## src/rtl/riscv_tag_exc_ctrl_pkg.sv

```systemverilog
// Shared types and constants for the DIFT tag-exception controller:
// FSM state encoding, CSR address map and CTRL register layout.
package riscv_tag_exc_ctrl_pkg;

    typedef enum logic [2:0] {
        TEXC_IDLE,
        TEXC_DRAIN,
        TEXC_REQ,
        TEXC_HANDLER,
        TEXC_HALT
    } tag_exc_state_e;

    localparam logic [1:0] TEXC_CSR_CTRL     = 2'd0;
    localparam logic [1:0] TEXC_CSR_FAULT_PC = 2'd1;
    localparam logic [1:0] TEXC_CSR_CAUSE    = 2'd2;
    localparam logic [1:0] TEXC_CSR_COUNT    = 2'd3;

    localparam int TEXC_CTRL_EN         = 0;
    localparam int TEXC_CTRL_COUNT_ONLY = 1;
    localparam int TEXC_CTRL_STICKY     = 2;

    typedef struct packed {
        logic sticky;
        logic count_only;
        logic en;
    } tag_ctrl_t;

    localparam tag_ctrl_t TEXC_CTRL_RESET = '{sticky: 1'b0, count_only: 1'b0, en: 1'b1};

    // Extracts the three policy bits from a CSR write word; bits [31:3] have no storage.
    function automatic tag_ctrl_t ctrl_from_word(input logic [31:0] word);
        tag_ctrl_t c;
        c.en         = word[TEXC_CTRL_EN];
        c.count_only = word[TEXC_CTRL_COUNT_ONLY];
        c.sticky     = word[TEXC_CTRL_STICKY];
        return c;
    endfunction

endpackage

```

## src/rtl/riscv_tag_exc_ctrl_if.sv

```systemverilog
// Pipeline, controller and CSR signals between the core and the tag-exception controller.
// The slave side is the controller; the master side is the core/environment.
interface riscv_tag_exc_ctrl_if #(
    parameter int PC_WIDTH = 32
);
    logic                exception;
    logic [2:0]          exc_src;
    logic                ex_valid;
    logic [PC_WIDTH-1:0] pc_ex;
    logic                drain_done;
    logic                irq_ack;
    logic                handler_done;
    logic                csr_we;
    logic [1:0]          csr_addr;
    logic [31:0]         csr_wdata;
    logic [31:0]         csr_rdata;
    logic                halt;
    logic                irq_req;
    logic                busy;

    modport master (
        output exception, exc_src, ex_valid, pc_ex, drain_done, irq_ack,
               handler_done, csr_we, csr_addr, csr_wdata,
        input  csr_rdata, halt, irq_req, busy
    );

    modport slave (
        input  exception, exc_src, ex_valid, pc_ex, drain_done, irq_ack,
               handler_done, csr_we, csr_addr, csr_wdata,
        output csr_rdata, halt, irq_req, busy
    );
endinterface

```

## src/rtl/riscv_tag_viol_counter.sv

```systemverilog
// Saturating violation counter. A clear coinciding with an increment
// leaves the count at one so that the concurrent event is not lost.
module riscv_tag_viol_counter #(
    parameter int WIDTH = 16
) (
    input  logic             clk,
    input  logic             rst,
    input  logic             inc,
    input  logic             clr,
    output logic [WIDTH-1:0] count
);

    localparam logic [WIDTH-1:0] ONE = {{(WIDTH-1){1'b0}}, 1'b1};

    logic saturated;
    assign saturated = &count;

    // NOTE: sequential state uses non-blocking assignments so every flop
    // samples pre-edge values regardless of block ordering.
    always_ff @(posedge clk or posedge rst) begin
        if (rst) begin
            count <= '0;
        end else if (clr) begin
            count <= inc ? ONE : '0;
        end else if (inc && !saturated) begin
            count <= count + ONE;
        end
    end

endmodule

```

## src/rtl/riscv_tag_exc_ctrl.sv

```systemverilog
// Turns EX-stage DIFT tag-check violations into a precise, handshaked trap:
// halt issue, wait for drain, request the trap, hold fault PC/cause for the handler.
module riscv_tag_exc_ctrl
    import riscv_tag_exc_ctrl_pkg::*;
#(
    parameter int CNT_WIDTH = 16,
    parameter int PC_WIDTH  = 32
) (
    input  logic                 clk,
    input  logic                 rst,
    riscv_tag_exc_ctrl_if.slave  bus
);

    tag_exc_state_e      state;
    tag_exc_state_e      state_next;
    tag_ctrl_t           ctrl;
    logic [PC_WIDTH-1:0] fault_pc;
    logic [3:0]          cause;
    logic [CNT_WIDTH-1:0] count;

    logic viol;
    logic ctrl_we;
    logic count_clr;
    logic trap_start;
    logic halt;
    logic irq_req;
    logic [31:0] rdata;
    logic unused_wdata;

    // A stalled EX instruction is only counted when it actually retires.
    assign viol      = bus.exception & bus.ex_valid & ctrl.en;
    assign ctrl_we   = bus.csr_we && (bus.csr_addr == TEXC_CSR_CTRL);
    assign count_clr = bus.csr_we && (bus.csr_addr == TEXC_CSR_COUNT);

    assign unused_wdata = ^bus.csr_wdata[31:3];

    riscv_tag_viol_counter #(
        .WIDTH (CNT_WIDTH)
    ) u_viol_counter (
        .clk   (clk),
        .rst   (rst),
        .inc   (viol),
        .clr   (count_clr),
        .count (count)
    );

    // NOTE: every register, including the capture registers, is reset so the
    // handler never observes stale fault state after a mid-sequence reset.
    always_ff @(posedge clk or posedge rst) begin
        if (rst) begin
            state <= TEXC_IDLE;
        end else begin
            state <= state_next;
        end
    end

    // NOTE: all outputs of this block get a default first, so no path leaves a
    // signal unassigned and no latch is inferred.
    always_comb begin
        state_next = state;
        halt       = 1'b0;
        irq_req    = 1'b0;
        trap_start = 1'b0;
        unique case (state)
            TEXC_IDLE: begin
                if (viol && !ctrl.count_only) begin
                    state_next = TEXC_DRAIN;
                    trap_start = 1'b1;
                end
            end
            TEXC_DRAIN: begin
                halt = 1'b1;
                if (bus.drain_done) begin
                    state_next = TEXC_REQ;
                end
            end
            TEXC_REQ: begin
                halt    = 1'b1;
                irq_req = 1'b1;
                if (bus.irq_ack) begin
                    state_next = TEXC_HANDLER;
                end
            end
            TEXC_HANDLER: begin
                if (bus.handler_done) begin
                    state_next = ctrl.sticky ? TEXC_HALT : TEXC_IDLE;
                end
            end
            TEXC_HALT: begin
                halt = 1'b1;
                if (ctrl_we && !bus.csr_wdata[TEXC_CTRL_STICKY]) begin
                    state_next = TEXC_IDLE;
                end
            end
            default: begin
                state_next = TEXC_IDLE;
            end
        endcase
    end

    // Policy register and fault capture; a CTRL write only affects later cycles.
    always_ff @(posedge clk or posedge rst) begin
        if (rst) begin
            ctrl     <= TEXC_CTRL_RESET;
            fault_pc <= '0;
            cause    <= '0;
        end else begin
            if (ctrl_we) begin
                ctrl <= ctrl_from_word(bus.csr_wdata);
            end
            if (trap_start) begin
                fault_pc <= bus.pc_ex;
                cause    <= {1'b0, bus.exc_src};
            end else if (state == TEXC_HANDLER && viol) begin
                cause[3] <= 1'b1;
            end
        end
    end

    always_comb begin
        rdata = '0;
        unique case (bus.csr_addr)
            TEXC_CSR_CTRL:     rdata = 32'(ctrl);
            TEXC_CSR_FAULT_PC: rdata = 32'(fault_pc);
            TEXC_CSR_CAUSE:    rdata = 32'(cause);
            TEXC_CSR_COUNT:    rdata = 32'(count);
            default:           rdata = '0;
        endcase
    end

    assign bus.csr_rdata = rdata;
    assign bus.halt      = halt;
    assign bus.irq_req   = irq_req;
    assign bus.busy      = (state != TEXC_IDLE);

endmodule
```

## src/flat_wrapper.sv

```systemverilog
// flat-port wrapper written by rule: the top's interface ports become plain ports
module riscv_tag_exc_ctrl_flat import riscv_tag_exc_ctrl_pkg::*;
#(
    parameter int CNT_WIDTH = 16,
    parameter int PC_WIDTH  = 32
)
  (clk, rst, bus_exception, bus_exc_src, bus_ex_valid, bus_pc_ex, bus_drain_done, bus_irq_ack, bus_handler_done, bus_csr_we, bus_csr_addr, bus_csr_wdata, bus_csr_rdata, bus_halt, bus_irq_req, bus_busy);
  riscv_tag_exc_ctrl_if #(.PC_WIDTH(PC_WIDTH)) bus_i ();
  input  logic clk;
  input  logic rst;
  input wire logic [$bits(bus_i.exception)-1:0] bus_exception;
  input wire logic [$bits(bus_i.exc_src)-1:0] bus_exc_src;
  input wire logic [$bits(bus_i.ex_valid)-1:0] bus_ex_valid;
  input wire logic [$bits(bus_i.pc_ex)-1:0] bus_pc_ex;
  input wire logic [$bits(bus_i.drain_done)-1:0] bus_drain_done;
  input wire logic [$bits(bus_i.irq_ack)-1:0] bus_irq_ack;
  input wire logic [$bits(bus_i.handler_done)-1:0] bus_handler_done;
  input wire logic [$bits(bus_i.csr_we)-1:0] bus_csr_we;
  input wire logic [$bits(bus_i.csr_addr)-1:0] bus_csr_addr;
  input wire logic [$bits(bus_i.csr_wdata)-1:0] bus_csr_wdata;
  output wire logic [$bits(bus_i.csr_rdata)-1:0] bus_csr_rdata;
  output wire logic [$bits(bus_i.halt)-1:0] bus_halt;
  output wire logic [$bits(bus_i.irq_req)-1:0] bus_irq_req;
  output wire logic [$bits(bus_i.busy)-1:0] bus_busy;
  assign bus_i.exception = bus_exception;
  assign bus_i.exc_src = bus_exc_src;
  assign bus_i.ex_valid = bus_ex_valid;
  assign bus_i.pc_ex = bus_pc_ex;
  assign bus_i.drain_done = bus_drain_done;
  assign bus_i.irq_ack = bus_irq_ack;
  assign bus_i.handler_done = bus_handler_done;
  assign bus_i.csr_we = bus_csr_we;
  assign bus_i.csr_addr = bus_csr_addr;
  assign bus_i.csr_wdata = bus_csr_wdata;
  assign bus_csr_rdata = bus_i.csr_rdata;
  assign bus_halt = bus_i.halt;
  assign bus_irq_req = bus_i.irq_req;
  assign bus_busy = bus_i.busy;
  riscv_tag_exc_ctrl #(.CNT_WIDTH(CNT_WIDTH), .PC_WIDTH(PC_WIDTH)) u_core (.clk(clk), .rst(rst), .bus(bus_i));
endmodule
```

## config.mk

```make
export PLATFORM = sky130hd
export DESIGN_NAME = riscv_tag_exc_ctrl_flat
export DESIGN_NICKNAME = d
export VERILOG_FILES = /design/src/rtl/riscv_tag_exc_ctrl_pkg.sv /design/src/rtl/riscv_tag_exc_ctrl_if.sv /design/src/rtl/riscv_tag_viol_counter.sv /design/src/rtl/riscv_tag_exc_ctrl.sv /design/src/flat_wrapper.sv
export SDC_FILE = /design/constraint.sdc
export NUM_CORES = 1
export LEC_CHECK = 0
export CAP_MARGIN = 20
export CORE_ASPECT_RATIO = 1.5
export CORE_UTILIZATION = 49
export CTS_CLUSTER_SIZE = 10
export DETAILED_ROUTE_END_ITERATION = 16
export PLACE_DENSITY = 0.94
export SYNTH_ARGS = -nofsm -noshare
export SYNTH_HDL_FRONTEND = slang
export SYNTH_SLANG_ARGS = --single-unit
```

## constraint.sdc

```tcl
create_clock -name clk -period 3.7 [get_ports clk]
set_input_delay 0.74 -clock clk [delete_from_list [all_inputs] [get_ports clk]]
set_output_delay 0.74 -clock clk [all_outputs]
set_load 0.05 [all_outputs]
```

==> results of run 1 <==
worst reg2reg max path: cells and delay by family, from the launching register on:
| kind | cells | cell delay [ps] |
|---|---|---|
| DFF | 1 | 500 |
| and+or+nand+nor | 2 | 1310 |
| muxes | 1 | 510 |
state kept, by name (all words and copies together), names as in the netlist:
name / count
u_core.fault_pc: 32
u_core.cause: 4
u_core.u_viol_counter.count: 16
u_core.state: 3
u_core.ctrl: 3
cells in the final DEF (no fill, tap or decap), types with 4 or more instances in the layout:
| cell type | n |
|---|---|
| dfrtp_1 | 57 |
| clkdlybuf4s50_1 | 50 |
| buf_12 | 31 |
| mux2_4 | 30 |
| and2_1 | 17 |
| nor2b_1 | 16 |
| mux2i_1 | 12 |
| a21oi_1 | 10 |
| clkbuf_8 | 10 |
| nand2_1 | 9 |
| mux2_2 | 9 |
| nand3_1 | 8 |
| nand4_1 | 7 |
| nor2_1 | 7 |
| buf_4 | 7 |
| o31ai_1 | 6 |
| nor3_1 | 6 |
| o21ai_0 | 6 |
| or4_1 | 6 |
| o211ai_1 | 5 |
| or3_1 | 4 |
cell families (layout without fill, tap and decap cells):
group	after synthesis	in the layout
simple gates	93	93
flops	58	58
compound gates	39	39
mux	54	54
buf+inv	17	107
fa+ha+maj	1	1
xor+xnor	1	1
synth_stat cells, types with 6 or more instances:
cell,n,area (µm²)
dfrtp_1,57,1430
or4_1,6,45.0
nand2_1,9,33.8
and2_1,17,106
o31ai_1,6,45.0
nor3_1,6,30.0
nor2b_1,16,100
mux2_2,9,101
mux2i_1,12,120
nand4_1,7,43.8
clkbuf_1,8,30.0
o21ai_0,6,30.0
nand3_1,8,40.0
mux2_4,30,450
nor2_1,7,26.3
a21oi_1,10,50.1
per-layer routing:
layer | track usage | vias up | wire length [µm]
met5 | 0 | - | 0
li1 | - | 1151 | -
met4 | 0.137 | 0 | 317
met3 | 0.0557 | 25 | 385
met2 | 0.449 | 94 | 4430
met1 | 0.304 | 1236 | 3010
path summary, 6_finish.rpt:
kind	to	slack, ps	cells past startpoint
setup / recovery	bus_csr_rdata[24]	500	5
max in group asynchronous	u_core.ctrl[0]	2170	3
min in group asynchronous	u_core.fault_pc[17]	800	2
setup reg to reg	u_core.fault_pc[25]	1260	3
hold / removal	u_core.fault_pc[16]	500	1
hold reg to reg	u_core.fault_pc[16]	500	1
per-stage QoR:
step	power (mW)	hold WS, ps	worst slack [ps]	utilization
floorplan	1.72	469	723	-
global placement	2.10	482	636	0.697
detailed placement	2.16	484	555	0.697
CTS	2.69	503	530	0.724
global route	2.79	517	452	0.724
finish	2.67	500	504	0.724
layout make-up:
class,count,area [µm²]
Fill cell,366,1700
Multi-Input combinational cell,188,1580
Sequential cell,58,1450
Timing Repair Buffer,88,1170
Clock buffer,13,149
Tap cell,74,92.6
Clock inverter,3,15.0
Inverter,3,11.3
power by group:
part	internal (mW)	switching, mW
logic	0.626	0.539
registers	0.844	0.162
clock network	0.258	0.241
total	1.73	0.941
==> reports/metrics.cfg, run 1 <==
[run_status]
status=finished, final reports clean

[clock_tree]
h-tree-depth=3
clk_pin_slew_ps=60
post_cts_resized=0
cts_root_buf=clkbuf_8
clock_latency_ps=340
cts_buffer_depth=2
cts_buffers=9
cts_setup_buffers=0
hold_buffers=0
clock_sinks=58
cts_tree=yes

[critical_path]
cpPeakStageDelay_ps=850
worstSetupEndpointType=output pin
cp_num_buf_inv=3
crit_family=buffers and inverters
reg2reg_from=u_core.state[0]
crit_path_start=bus_csr_addr[0]
crit_chain=clkdlybuf4s50_1 -> nor2b_1 -> buf_4 -> and2_1 -> buf_12
slowest_stage=clkdlybuf4s50_1
crit_fanout=17
start_kind=primary input
path_class=primary input to output pin
arrival_ps=2460
required_ps=2960

[sta]
skew_ps=6.30
report.final.slew_viol_count=0
min_period_over_period=0.864
finalSetupTns_ps=0
worstMarginPinSlew_ps=1120
slew-limit-headroom=0.256
period_needed_ps=3200
setup-violations-final=0
rsz0062_at_grt=false
fmax_ghz=0.313
hold_viol=0

[synth]
ys_async_sr_fraction=1.00
synth_compound_gate_area_share=0.0828
synth_fa_ha_area_frac=0.00396
yosys.area_share.simple=0.175
synth-edff-count=0
synthesis.nets=341
synth.distinct_cells=43
synthMuxAreaShare=0.234
ys_seq_area_frac=0.460
yosys_most_used_dff=dfrtp_1
synth_top_family_by_area=multiplexers
netlist_area_um2=3160
syn-instance-count=263
synth_xor_area_frac=0.00277
synth.avg_cell_area_um2=12.0
synth-warning-count=0
synth_seq_cells=58

[floorplan]
die_h_um=100
coreArea_um2=6170
num_rows=35
start_util=0.511
die_w_um=67.5
ios=112
die_area_um2=6770

[placed_design]
post-dp-hpwl_um=5790
port_buffers=82
globalplace.congestion=0.861
dp_cells=411
dpl_cell_area_um2=4310

[hold_path]
worstHoldPathType=flip-flop to flip-flop
hold_start=u_core.fault_pc[16]

[power_and_ir_drop]
ir_worst_vdd_mv=0.330
power.density_nw_per_um2=597
leakage_nw=1.96

[drt]
via_count=2506
wirelength_um=8150
avgViaCountPerCell=5.87
wire_per_inst_um=19.1
drc_errors=0
antenna_left=0
drt_iter0_drc=249
drt_pass1_iterations=4

[global_routing]
grt_pass1_wl_um=13100
grt_max_degree=36
grt_usage=0.265
gr-total-overflow=0
grt_pass1_vias=2626
antenna_found_initial=0

[final_layout]
diodes=0
final_cells=427
drive_gt1_frac=0.278
finalNetCount=426
finalInstanceArea_um2=4470
syn_to_final_growth_pct=41.6

[run]
cap_violations=0

Power figures use the tool's default switching activity.
==> run 2, diff against run 1 <==
--- a/config.mk
+++ b/config.mk
@@ -6,11 +6,12 @@
 export NUM_CORES = 1
 export LEC_CHECK = 0
 export CAP_MARGIN = 20
-export CORE_ASPECT_RATIO = 1.5
+export CORE_ASPECT_RATIO = 0.75
 export CORE_UTILIZATION = 49
 export CTS_CLUSTER_SIZE = 10
 export DETAILED_ROUTE_END_ITERATION = 16
 export PLACE_DENSITY = 0.94
+export SLEW_MARGIN = 20
 export SYNTH_ARGS = -nofsm -noshare
 export SYNTH_HDL_FRONTEND = slang
 export SYNTH_SLANG_ARGS = --single-unit
==> run 2 against run 1 <==
Flip-flop and latch count is the same; worst hold slack better by 1.4 ps; via count is 2.1% lower; die area about the same; clock power grew 12%; combinational power is essentially flat.
==> reports/metrics.cfg, run 2 (synthesis results as in run 1) <==
[run_status]
status=finished, final reports clean  ; unchanged

[floorplan]
num_rows=24  ; was 35
start_util=0.526  ; was 0.511
ios=112  ; unchanged
coreArea_um2=6010  ; was 6170 µm²
die_h_um=71.5  ; was 100 µm
die_area_um2=6770  ; about the same
die_w_um=94.7  ; was 67.5 µm

[drt]
drt_pass1_iterations=4  ; unchanged
wire_per_inst_um=17.6  ; was 19.1 µm
avgViaCountPerCell=5.69  ; was 5.87
via_count=2454  ; was 2506
antenna_left=0  ; unchanged
wirelength_um=7590  ; was 8150 µm
drc_errors=0  ; unchanged
drt_iter0_drc=207  ; was 249

[placed_design]
port_buffers=82  ; unchanged
post-dp-hpwl_um=5440  ; was 5790 µm
place_ws_ps=616  ; was 555 ps
dp_cells=415  ; was 411
globalplace.congestion=0.919  ; was 0.861

[global_routing]
antenna_found_initial=0  ; unchanged
grt_pass1_wl_um=12400  ; was 13100 µm
gr-total-overflow=0  ; unchanged
grt_usage=0.243  ; was 0.265
grt_max_degree=36  ; unchanged
grt_pass1_vias=2568  ; was 2626

[sta]
finalSetupTns_ps=0  ; unchanged
period_needed_ps=3090  ; was 3200 ps
fin_hold_ws_ps=501  ; was 500 ps
slew-limit-headroom=0.488  ; was 0.256
hold_viol=0  ; unchanged
min_period_over_period=0.836  ; was 0.864
setup-violations-final=0  ; unchanged
fin_ws_ps=608  ; was 504 ps
rsz0062_at_grt=false  ; unchanged
worstMarginPinSlew_ps=761  ; was 1120 ps
skew_ps=11.6  ; was 6.30 ps
report.final.slew_viol_count=0  ; unchanged
fmax_ghz=0.323  ; was 0.313 GHz

[power_and_ir_drop]
ir_worst_vdd_mv=0.288  ; was 0.330 mV
comb_power_share=0.424  ; was 0.436
p_int_mw=1.77  ; was 1.73 mW
clkPwrFrac=0.207  ; was 0.187
total_power_mw=2.70  ; was 2.67 mW
share_seq_of_total_power=0.369  ; was 0.377
power.density_nw_per_um2=601  ; was 597 nW/µm²
switching_share=0.343  ; was 0.353
p_sw_mw=0.927  ; was 0.941 mW
leakage_nw=1.98  ; was 1.96 nW

[clock_tree]
clk_pin_slew_ps=60  ; about the same
post_cts_resized=0  ; unchanged
h-tree-depth=3  ; unchanged
hold_buffers=0  ; unchanged
cts_setup_buffers=0  ; unchanged
clock_sinks=58  ; unchanged
cts_tree=yes  ; unchanged
clock_latency_ps=350  ; was 340 ps
cts_buffers=9  ; unchanged
cts_buffer_depth=2  ; unchanged
cts_root_buf=clkbuf_8  ; unchanged

[critical_path]
rrSetupSlack_ps=1530  ; was 1260 ps
crit_fanout=11  ; was 17
rr_endpoint=u_core.fault_pc[13]  ; was u_core.fault_pc[25]
required_ps=2960  ; about the same
path_class=primary input to output pin  ; unchanged
start_kind=primary input  ; unchanged
reg2reg_from=u_core.state[0]  ; unchanged
ff2ff_path_depth=4  ; was 3
arrival_ps=2350  ; was 2460 ps
worstSetupEndpointType=output pin  ; unchanged

[final_layout]
reg_top3=u_core.fault_pc: 32 flops, u_core.u_viol_counter.count: 16 flops, u_core.cause: 4 flops  ; unchanged
final_common_cell=dfrtp_1  ; unchanged
largest_register=u_core.fault_pc  ; unchanged
final_cells=431  ; was 427
fillCellCount=382  ; was 366
final_cell_mix=dfrtp_1, clkdlybuf4s50_1, buf_12, mux2_4, and2_1  ; unchanged
largest_reg_flops=32  ; unchanged
drive_gt1_frac=0.283  ; was 0.278
diodes=0  ; unchanged
syn_to_final_growth_pct=42.5  ; was 41.6%
finalNetCount=426  ; unchanged

[hold_path]
worstHoldPathType=flip-flop to flip-flop  ; unchanged
hold_start=u_core.fault_pc[29]  ; was u_core.fault_pc[16]
holdPathEnd=u_core.fault_pc[29]  ; was u_core.fault_pc[16]
hold_path_depth=1  ; unchanged

[run]
cap_violations=0  ; unchanged

run 2: per-stage QoR:
stage          utilization  instance area (µm²)
6_report             0.749                 4500
5_1_grt              0.749                 4500
4_1_cts              0.749                 4500
3_5_place_dp         0.718                 4310
3_3_place_gp         0.718                 4310
2_1_floorplan            -                 3160
run 2: how the worst max path moves through the flow:
| stage | start | end | cells past startpoint |
|---|---|---|---|
| 2_1_floorplan | bus_csr_addr[1] | bus_csr_rdata[7] | 4 |
| 3_5_place_dp | bus_csr_addr[1] | bus_csr_rdata[5] | 5 |
| 3_3_place_gp | bus_csr_addr[1] | bus_csr_rdata[15] | 5 |
| 4_1_cts | bus_csr_addr[1] | bus_csr_rdata[5] | 5 |
| 6_report | bus_csr_addr[1] | bus_csr_rdata[15] | 5 |
| 5_1_grt | bus_csr_addr[1] | bus_csr_rdata[8] | 5 |
run 2: area by class of cell:
type,instances,area [µm²],area share
Clock buffer,10,128,0.0284
Tap cell,78,97.6,0.0217
Timing Repair Buffer,88,1170,0.261
Inverter,3,11.3,0.00250
Clock inverter,6,58.8,0.0131
Sequential cell,58,1450,0.323
Multi-Input combinational cell,188,1580,0.350
run 2: power groups by stage:
| stage | combinational, mW | clock [mW] | sequential [mW] |
|---|---|---|---|
| after floorplan | 0.787 | 0 | 0.932 |
| after global placement | 1.12 | 0 | 0.981 |
| after detailed placement | 1.15 | 0 | 1.00 |
| after CTS | 1.15 | 0.574 | 0.993 |
| after global routing | 1.21 | 0.604 | 1.02 |
| final | 1.14 | 0.559 | 0.998 |
run 2: per-layer routing:
layer | global-route usage | part of all wire
met5 | 0 | 0
met3 | 0.0828 | 0.060
met2 | 0.388 | 0.48
met4 | 0.0673 | 0.011
met1 | 0.317 | 0.45
run 2: worst max-delay path, cell delays in order:
cell and delay, ps:
clkdlybuf4s50_1 770, buf_4 310, mux2i_1 100, nor2b_1 250
buf_12 180
